### src/rtl/mem_arbiter.sv
// Two-port arbiter sharing one synchronous memory between the CPU bus and a host loader/debug port.
// One memory command per cycle; host bursts are bounded so the CPU cannot be starved.
module mem_arbiter #(
  parameter int AWIDTH    = 5,
  parameter int DWIDTH    = 8,
  parameter int MAX_BURST = 4
) (
  input  logic              clk,
  input  logic              reset,
  input  logic              cpu_req,
  input  logic              cpu_we,
  input  logic [AWIDTH-1:0] cpu_addr,
  input  logic [DWIDTH-1:0] cpu_wdata,
  output logic              cpu_gnt,
  output logic              cpu_rvalid,
  output logic [DWIDTH-1:0] cpu_rdata,
  input  logic              host_req,
  input  logic              host_we,
  input  logic [AWIDTH-1:0] host_addr,
  input  logic [DWIDTH-1:0] host_wdata,
  input  logic              host_lock,
  output logic              host_gnt,
  output logic              host_rvalid,
  output logic [DWIDTH-1:0] host_rdata,
  output logic              mem_rd,
  output logic              mem_wr,
  output logic [AWIDTH-1:0] mem_addr,
  output logic [DWIDTH-1:0] mem_wdata,
  input  logic [DWIDTH-1:0] mem_rdata
);

  localparam int CW = $clog2(MAX_BURST + 1);
  localparam logic [CW-1:0] BURST_MAX = CW'(MAX_BURST);

  typedef enum logic [1:0] {OWN_NONE, OWN_CPU, OWN_HOST} owner_t;
  typedef enum logic {LAST_CPU, LAST_HOST} last_t;

  owner_t            owner_q, owner_d;
  last_t             last_owner_q, last_owner_d;
  logic [CW-1:0]     burst_cnt_q, burst_cnt_d;
  logic              cpu_gnt_q, cpu_gnt_d;
  logic              host_gnt_q, host_gnt_d;
  logic              cpu_rvalid_q, cpu_rvalid_d;
  logic              host_rvalid_q, host_rvalid_d;
  logic              mem_rd_q, mem_rd_d;
  logic              mem_wr_q, mem_wr_d;
  logic [AWIDTH-1:0] mem_addr_q, mem_addr_d;
  logic [DWIDTH-1:0] mem_wdata_q, mem_wdata_d;

  logic cpu_elig;
  logic host_elig;

  // A port whose grant is on the bus this cycle is still holding the same request.
  assign cpu_elig  = cpu_req  && !cpu_gnt_q;
  assign host_elig = host_req && !host_gnt_q;

  always_comb begin
    owner_d       = OWN_NONE;
    last_owner_d  = last_owner_q;
    burst_cnt_d   = burst_cnt_q;
    cpu_gnt_d     = 1'b0;
    host_gnt_d    = 1'b0;
    mem_rd_d      = 1'b0;
    mem_wr_d      = 1'b0;
    mem_addr_d    = mem_addr_q;
    mem_wdata_d   = mem_wdata_q;
    cpu_rvalid_d  = mem_rd_q && (owner_q == OWN_CPU);
    host_rvalid_d = mem_rd_q && (owner_q == OWN_HOST);

    if (cpu_elig && host_elig) begin
      if (host_lock && (last_owner_q == LAST_HOST) && (burst_cnt_q < BURST_MAX)) begin
        owner_d = OWN_HOST;
      end else if (last_owner_q == LAST_HOST) begin
        owner_d = OWN_CPU;
      end else begin
        owner_d = OWN_HOST;
      end
    end else if (cpu_elig) begin
      owner_d = OWN_CPU;
    end else if (host_elig) begin
      owner_d = OWN_HOST;
    end

    case (owner_d)
      OWN_CPU: begin
        cpu_gnt_d    = 1'b1;
        mem_rd_d     = !cpu_we;
        mem_wr_d     = cpu_we;
        mem_addr_d   = cpu_addr;
        mem_wdata_d  = cpu_wdata;
        last_owner_d = LAST_CPU;
      end
      OWN_HOST: begin
        host_gnt_d   = 1'b1;
        mem_rd_d     = !host_we;
        mem_wr_d     = host_we;
        mem_addr_d   = host_addr;
        mem_wdata_d  = host_wdata;
        last_owner_d = LAST_HOST;
      end
      default: ;
    endcase

    // Burst counts only locked host grants; any CPU grant or released lock restarts it.
    if ((owner_d == OWN_CPU) || !host_lock) begin
      burst_cnt_d = '0;
    end else if ((owner_d == OWN_HOST) && (burst_cnt_q != BURST_MAX)) begin
      burst_cnt_d = burst_cnt_q + 1'b1;
    end
  end

  always_ff @(posedge clk or negedge reset) begin
    if (!reset) begin
      owner_q       <= OWN_NONE;
      last_owner_q  <= LAST_HOST;
      burst_cnt_q   <= '0;
      cpu_gnt_q     <= 1'b0;
      host_gnt_q    <= 1'b0;
      cpu_rvalid_q  <= 1'b0;
      host_rvalid_q <= 1'b0;
      mem_rd_q      <= 1'b0;
      mem_wr_q      <= 1'b0;
      mem_addr_q    <= '0;
      mem_wdata_q   <= '0;
    end else begin
      owner_q       <= owner_d;
      last_owner_q  <= last_owner_d;
      burst_cnt_q   <= burst_cnt_d;
      cpu_gnt_q     <= cpu_gnt_d;
      host_gnt_q    <= host_gnt_d;
      cpu_rvalid_q  <= cpu_rvalid_d;
      host_rvalid_q <= host_rvalid_d;
      mem_rd_q      <= mem_rd_d;
      mem_wr_q      <= mem_wr_d;
      mem_addr_q    <= mem_addr_d;
      mem_wdata_q   <= mem_wdata_d;
    end
  end

  assign cpu_gnt     = cpu_gnt_q;
  assign host_gnt    = host_gnt_q;
  assign cpu_rvalid  = cpu_rvalid_q;
  assign host_rvalid = host_rvalid_q;
  assign mem_rd      = mem_rd_q;
  assign mem_wr      = mem_wr_q;
  assign mem_addr    = mem_addr_q;
  assign mem_wdata   = mem_wdata_q;
  assign cpu_rdata   = mem_rdata;
  assign host_rdata  = mem_rdata;

endmodule

### config.mk
export PLATFORM = sky130hd
export DESIGN_NAME = mem_arbiter
export DESIGN_NICKNAME = d
export VERILOG_FILES = /design/src/rtl/mem_arbiter.sv
export SDC_FILE = /design/constraint.sdc
export NUM_CORES = 1
export LEC_CHECK = 0
export CAP_MARGIN = 30
export CORE_ASPECT_RATIO = 1.5
export CORE_MARGIN = 2
export CORE_UTILIZATION = 40
export CTS_CLUSTER_DIAMETER = 120
export DETAILED_ROUTE_END_ITERATION = 12
export PLACE_DENSITY = 0.88
export SLEW_MARGIN = 10
export SYNTH_ARGS = -nofsm -noshare
export SYNTH_HDL_FRONTEND = slang
export SYNTH_SLANG_ARGS = --single-unit
### constraint.sdc
create_clock -name clk -period 3 [get_ports clk]
set_clock_uncertainty 0.15 [all_clocks]
set_input_delay 0.3 -clock clk [delete_from_list [all_inputs] [get_ports clk]]
set_output_delay 0.3 -clock clk [all_outputs]
set_load 0.05 [all_outputs]
==> impl_metrics.xml <==
<?xml version="1.0" encoding="UTF-8"?>
<metrics>
  <group name="layout">
    <metric name="antenna_cells" unit="">0</metric>
    <metric name="fillerInstances" unit="">245</metric>
    <metric name="mostFrequentLayoutCells" unit="">sky130_fd_sc_hd__clkdlybuf4s50_1, sky130_fd_sc_hd__dfrtp_1, sky130_fd_sc_hd__o21ai_0, sky130_fd_sc_hd__nand2_1, sky130_fd_sc_hd__mux2i_1</metric>
    <metric name="postLayoutCellArea" unit="mm2">0.00176</metric>
    <metric name="layout_cell_share_with_drive_strength_beyond_1" unit="%">6.29</metric>
    <metric name="most_common_library_cell_in_the_layout_ignoring_fill_and_taps" unit="">sky130_fd_sc_hd__clkdlybuf4s50_1</metric>
    <metric name="final_util" unit="%">56.9</metric>
    <metric name="flow.area_growth_from_synthesis" unit="%">37.3</metric>
    <metric name="final_nets" unit="">205</metric>
  </group>
  <group name="global_route">
    <metric name="grt-ovfl-total" unit="">0</metric>
    <metric name="globalRouteTotalUtil" unit="%">16.5</metric>
    <metric name="antenna_found_initial" unit="">0</metric>
    <metric name="grt_start_max_net_pins" unit="">23</metric>
    <metric name="grt_pass1_wl" unit="mm">4.61</metric>
    <metric name="grt_pass1_vias" unit="">1058</metric>
  </group>
  <group name="clock_tree">
    <metric name="tritoncts.num_buffers" unit="">3</metric>
    <metric name="cts-root-to-sink-buffers" unit="">2</metric>
    <metric name="postCtsSetupBuffers" unit="">0</metric>
    <metric name="tritoncts_num_sinks" unit="">25</metric>
    <metric name="clk-insertion-delay-late" unit="ps">270</metric>
    <metric name="cts_hold_repair.buffers" unit="">0</metric>
    <metric name="clock-root-buffer" unit="">sky130_fd_sc_hd__clkbuf_8</metric>
    <metric name="cts.reportedPaths.clkPinSlew" unit="ps">90</metric>
    <metric name="clock_tree.htree_level_count" unit="">1</metric>
    <metric name="cts_resized" unit="">0</metric>
    <metric name="tritoncts_clock_tree" unit="">built</metric>
  </group>
  <group name="synthesis">
    <metric name="synth.ff_latch_count" unit="">25</metric>
    <metric name="synthesis.area" unit="mm2">0.00128</metric>
    <metric name="post_synth_num_cell_types" unit="">25</metric>
    <metric name="ys_warn_count" unit="">0</metric>
    <metric name="proportion_of_synthesized_chip_area_in_sequential_cells" unit="%">48.8</metric>
    <metric name="synth_area_per_cell" unit="um2">10.5</metric>
    <metric name="syn_nets" unit="">167</metric>
    <metric name="syn-instance-count" unit="">122</metric>
  </group>
  <group name="routing">
    <metric name="dr_total_vias" unit="">962</metric>
    <metric name="drt_drc_violations_left" unit="">0</metric>
    <metric name="drt_pre_antenna_iters" unit="">4</metric>
    <metric name="wl" unit="mm">2.74</metric>
    <metric name="initialDrtViolationCount" unit="">30</metric>
    <metric name="avgViaCountPerCell" unit="">4.83</metric>
    <metric name="routed_wire_length_per_instance" unit="um">13.8</metric>
    <metric name="final_antenna_net_count" unit="">0</metric>
  </group>
  <group name="timing">
    <metric name="timing_worst_slew_pin_value" unit="ps">619</metric>
    <metric name="hold_viol" unit="">0</metric>
    <metric name="maxSlewViolCount" unit="">0</metric>
    <metric name="slew_headroom" unit="%">58.6</metric>
    <metric name="max_freq" unit="MHz">474</metric>
    <metric name="rsz_0062_raised_after_global_routing" unit="">false</metric>
    <metric name="final_min_period_over_clock_period" unit="%">70.4</metric>
    <metric name="finalWorstPathRequiredPeriod" unit="ps">2110</metric>
    <metric name="report.final.setup_viol" unit="">0</metric>
    <metric name="setup_total_neg_slack" unit="ps">0</metric>
  </group>
  <group name="worst_setup_path">
    <metric name="critical_path_buf_inv_count" unit="">1</metric>
    <metric name="cpMaxStageDelayCell" unit="">sky130_fd_sc_hd__dfstp_2</metric>
    <metric name="critPathMaxStageDelay" unit="ps">550</metric>
    <metric name="reg2reg_to" unit="">burst_cnt_q[2]</metric>
    <metric name="worstSetupEndpointType" unit="">flip-flop</metric>
    <metric name="regToRegStartpoint" unit="">last_owner_q</metric>
    <metric name="critical-path-top-delay-family" unit="">compound AO/OA/AOI/OAI gates</metric>
    <metric name="timing.setup.critical_path_class" unit="">reg -&gt; reg</metric>
    <metric name="timing.critical_path.cells" unit="">a21boi_0 &gt; o21ai_0 &gt; ha_1 &gt; buf_4 &gt; nand2_1 &gt; nor3_1 &gt; a211oi_1</metric>
    <metric name="critical_path_arrival" unit="ps">2140</metric>
    <metric name="timing.critical_path.fanout_max" unit="">18</metric>
    <metric name="timing.critical_path.required" unit="ps">3030</metric>
    <metric name="worst-r2r-setup-slack" unit="ps">890</metric>
    <metric name="setup.worst_path.start_class" unit="">flip-flop</metric>
    <metric name="worst_r2r_path_depth" unit="">7</metric>
  </group>
  <group name="place">
    <metric name="buffer_ports.inserted" unit="">51</metric>
    <metric name="dp_hpwl" unit="mm">2.16</metric>
    <metric name="placed_cell_area" unit="mm2">0.00171</metric>
    <metric name="place.gp.congestion" unit="">0.722</metric>
  </group>
  <group name="floorplan">
    <metric name="core_area" unit="mm2">0.00310</metric>
    <metric name="dieArea" unit="mm2">0.00369</metric>
    <metric name="die_y_extent" unit="um">73.4</metric>
    <metric name="pin_count" unit="">76</metric>
    <metric name="chipWidth" unit="um">50.3</metric>
    <metric name="std_cell_rows" unit="">25</metric>
    <metric name="effective_utilization_at_floorplan" unit="%">41.5</metric>
  </group>
  <group name="power">
    <metric name="ir_worst_vdd" unit="mV">0.513</metric>
    <metric name="pwr-share-comb" unit="%">51.4</metric>
    <metric name="netSwitchingPower" unit="mW">0.646</metric>
    <metric name="power_leakage" unit="nW">0.748</metric>
    <metric name="pwr-share-clk" unit="%">13.9</metric>
    <metric name="p_seq_share" unit="%">34.6</metric>
    <metric name="netSwitchingFraction" unit="%">44.6</metric>
    <metric name="cell_internal_pwr" unit="mW">0.803</metric>
    <metric name="power_density" unit="mW/mm2">822</metric>
  </group>
  <group name="worst_hold_path">
    <metric name="hold_class" unit="">in -&gt; async</metric>
  </group>
  <group name="status">
    <metric name="outcome" unit="">complete, no violations</metric>
  </group>
  <group name="job">
    <metric name="maxCapViolations" unit="">0</metric>
  </group>
</metrics>
## Yosys cell counts
cell type | count | area share [%]
sky130_fd_sc_hd__a211oi_1 | 1 | 0.59
sky130_fd_sc_hd__a21boi_0 | 1 | 0.59
sky130_fd_sc_hd__a21boi_4 | 1 | 1.5
sky130_fd_sc_hd__a21oi_1 | 4 | 1.6
sky130_fd_sc_hd__a22oi_1 | 1 | 0.59
sky130_fd_sc_hd__and3b_1 | 1 | 0.68
sky130_fd_sc_hd__buf_2 | 2 | 0.78
sky130_fd_sc_hd__buf_4 | 16 | 9.4
sky130_fd_sc_hd__buf_6 | 1 | 0.88
sky130_fd_sc_hd__buf_8 | 1 | 1.2
sky130_fd_sc_hd__clkbuf_1 | 1 | 0.29
sky130_fd_sc_hd__dfrtp_1 | 24 | 47
sky130_fd_sc_hd__dfstp_2 | 1 | 2.0
sky130_fd_sc_hd__ha_1 | 4 | 3.9
sky130_fd_sc_hd__inv_1 | 4 | 1.2
sky130_fd_sc_hd__mux2_2 | 1 | 0.88
sky130_fd_sc_hd__mux2i_1 | 14 | 11
sky130_fd_sc_hd__nand2_1 | 15 | 4.4
sky130_fd_sc_hd__nand2b_1 | 4 | 1.9
sky130_fd_sc_hd__nor2_1 | 4 | 1.2
sky130_fd_sc_hd__nor2b_1 | 2 | 0.97
sky130_fd_sc_hd__nor3_1 | 1 | 0.39
sky130_fd_sc_hd__o21ai_0 | 16 | 6.2
sky130_fd_sc_hd__or2b_1 | 1 | 0.59
sky130_fd_sc_hd__xnor2_1 | 1 | 0.68
## sequential cells by signal, summed over array words and instances, names as in the netlist, 2 cells and up
register,count
owner_q,2
mem_wdata,8
burst_cnt_q,3
mem_addr,5
## worst reg2reg max path, cell delays in order, from the launching register on
cell,delay (ps)
sky130_fd_sc_hd__dfstp_2,550
sky130_fd_sc_hd__a21boi_0,310
sky130_fd_sc_hd__o21ai_0,160
sky130_fd_sc_hd__ha_1,230
sky130_fd_sc_hd__buf_4,230
sky130_fd_sc_hd__nand2_1,110
sky130_fd_sc_hd__nor3_1,50
sky130_fd_sc_hd__a211oi_1,240
## power groups by stage
stage / clock [mW] / sequential, mW / combinational, mW
2_1_floorplan: 0 / 0.804 / 0.234
3_3_place_gp: 0 / 0.502 / 0.729
3_5_place_dp: 0 / 0.507 / 0.749
4_1_cts: 0.207 / 0.501 / 0.753
5_1_grt: 0.224 / 0.514 / 0.792
6_report: 0.202 / 0.502 / 0.745
## per-stage QoR
step                hold WS [ps]  instances  worst slack [ps]  total power, mW
floorplan                   -146        122              1030             1.04
global placement             254        194               773             1.23
detailed placement           267        195               705             1.26
CTS                          272        199               891             1.46
global route                 290        199               776             1.53
finish                       261        199               889             1.45
## routing by layer
metal  vias to the layer above  global-route usage [%]  routed length, um
li1                        464                       -                  -
met1                       462                    17.7                980
met4                         0                    8.33                 49
met5                         -                       0                  0
met3                         4                    1.83                122
met2                        32                    31.1               1590
## worst max-delay path by stage
| stage | from | end | slack (ps) | cells after the start |
|---|---|---|---|---|
| 6_report | last_owner_q | burst_cnt_q[2] | 890 | 7 |
| 5_1_grt | last_owner_q | burst_cnt_q[2] | 780 | 7 |
| 4_1_cts | last_owner_q | burst_cnt_q[2] | 890 | 7 |
| 3_5_place_dp | host_lock | burst_cnt_q[2] | 700 | 8 |
| 3_3_place_gp | host_lock | burst_cnt_q[2] | 770 | 8 |
| 2_1_floorplan | host_gnt | burst_cnt_q[1] | 1030 | 7 |
## cell families after synthesis
family	synth area share, %
compound gates	11.0
buf+inv	13.6
simple gates	10.1
fa+ha+maj	3.90
flops	48.8
mux	11.8
xor+xnor	0.682
## layout make-up
type / count / area, um2 / area share, %
Sequential cell: 25 / 627 / 35.6
Timing Repair Buffer: 54 / 541 / 30.7
Multi-Input combinational cell: 72 / 482 / 27.3
Tap cell: 40 / 50.0 / 2.84
Clock buffer: 3 / 41.3 / 2.34
Inverter: 4 / 15.0 / 0.852
Clock inverter: 1 / 7.51 / 0.426
No activity file was read; power rests on OpenSTA's default activity.
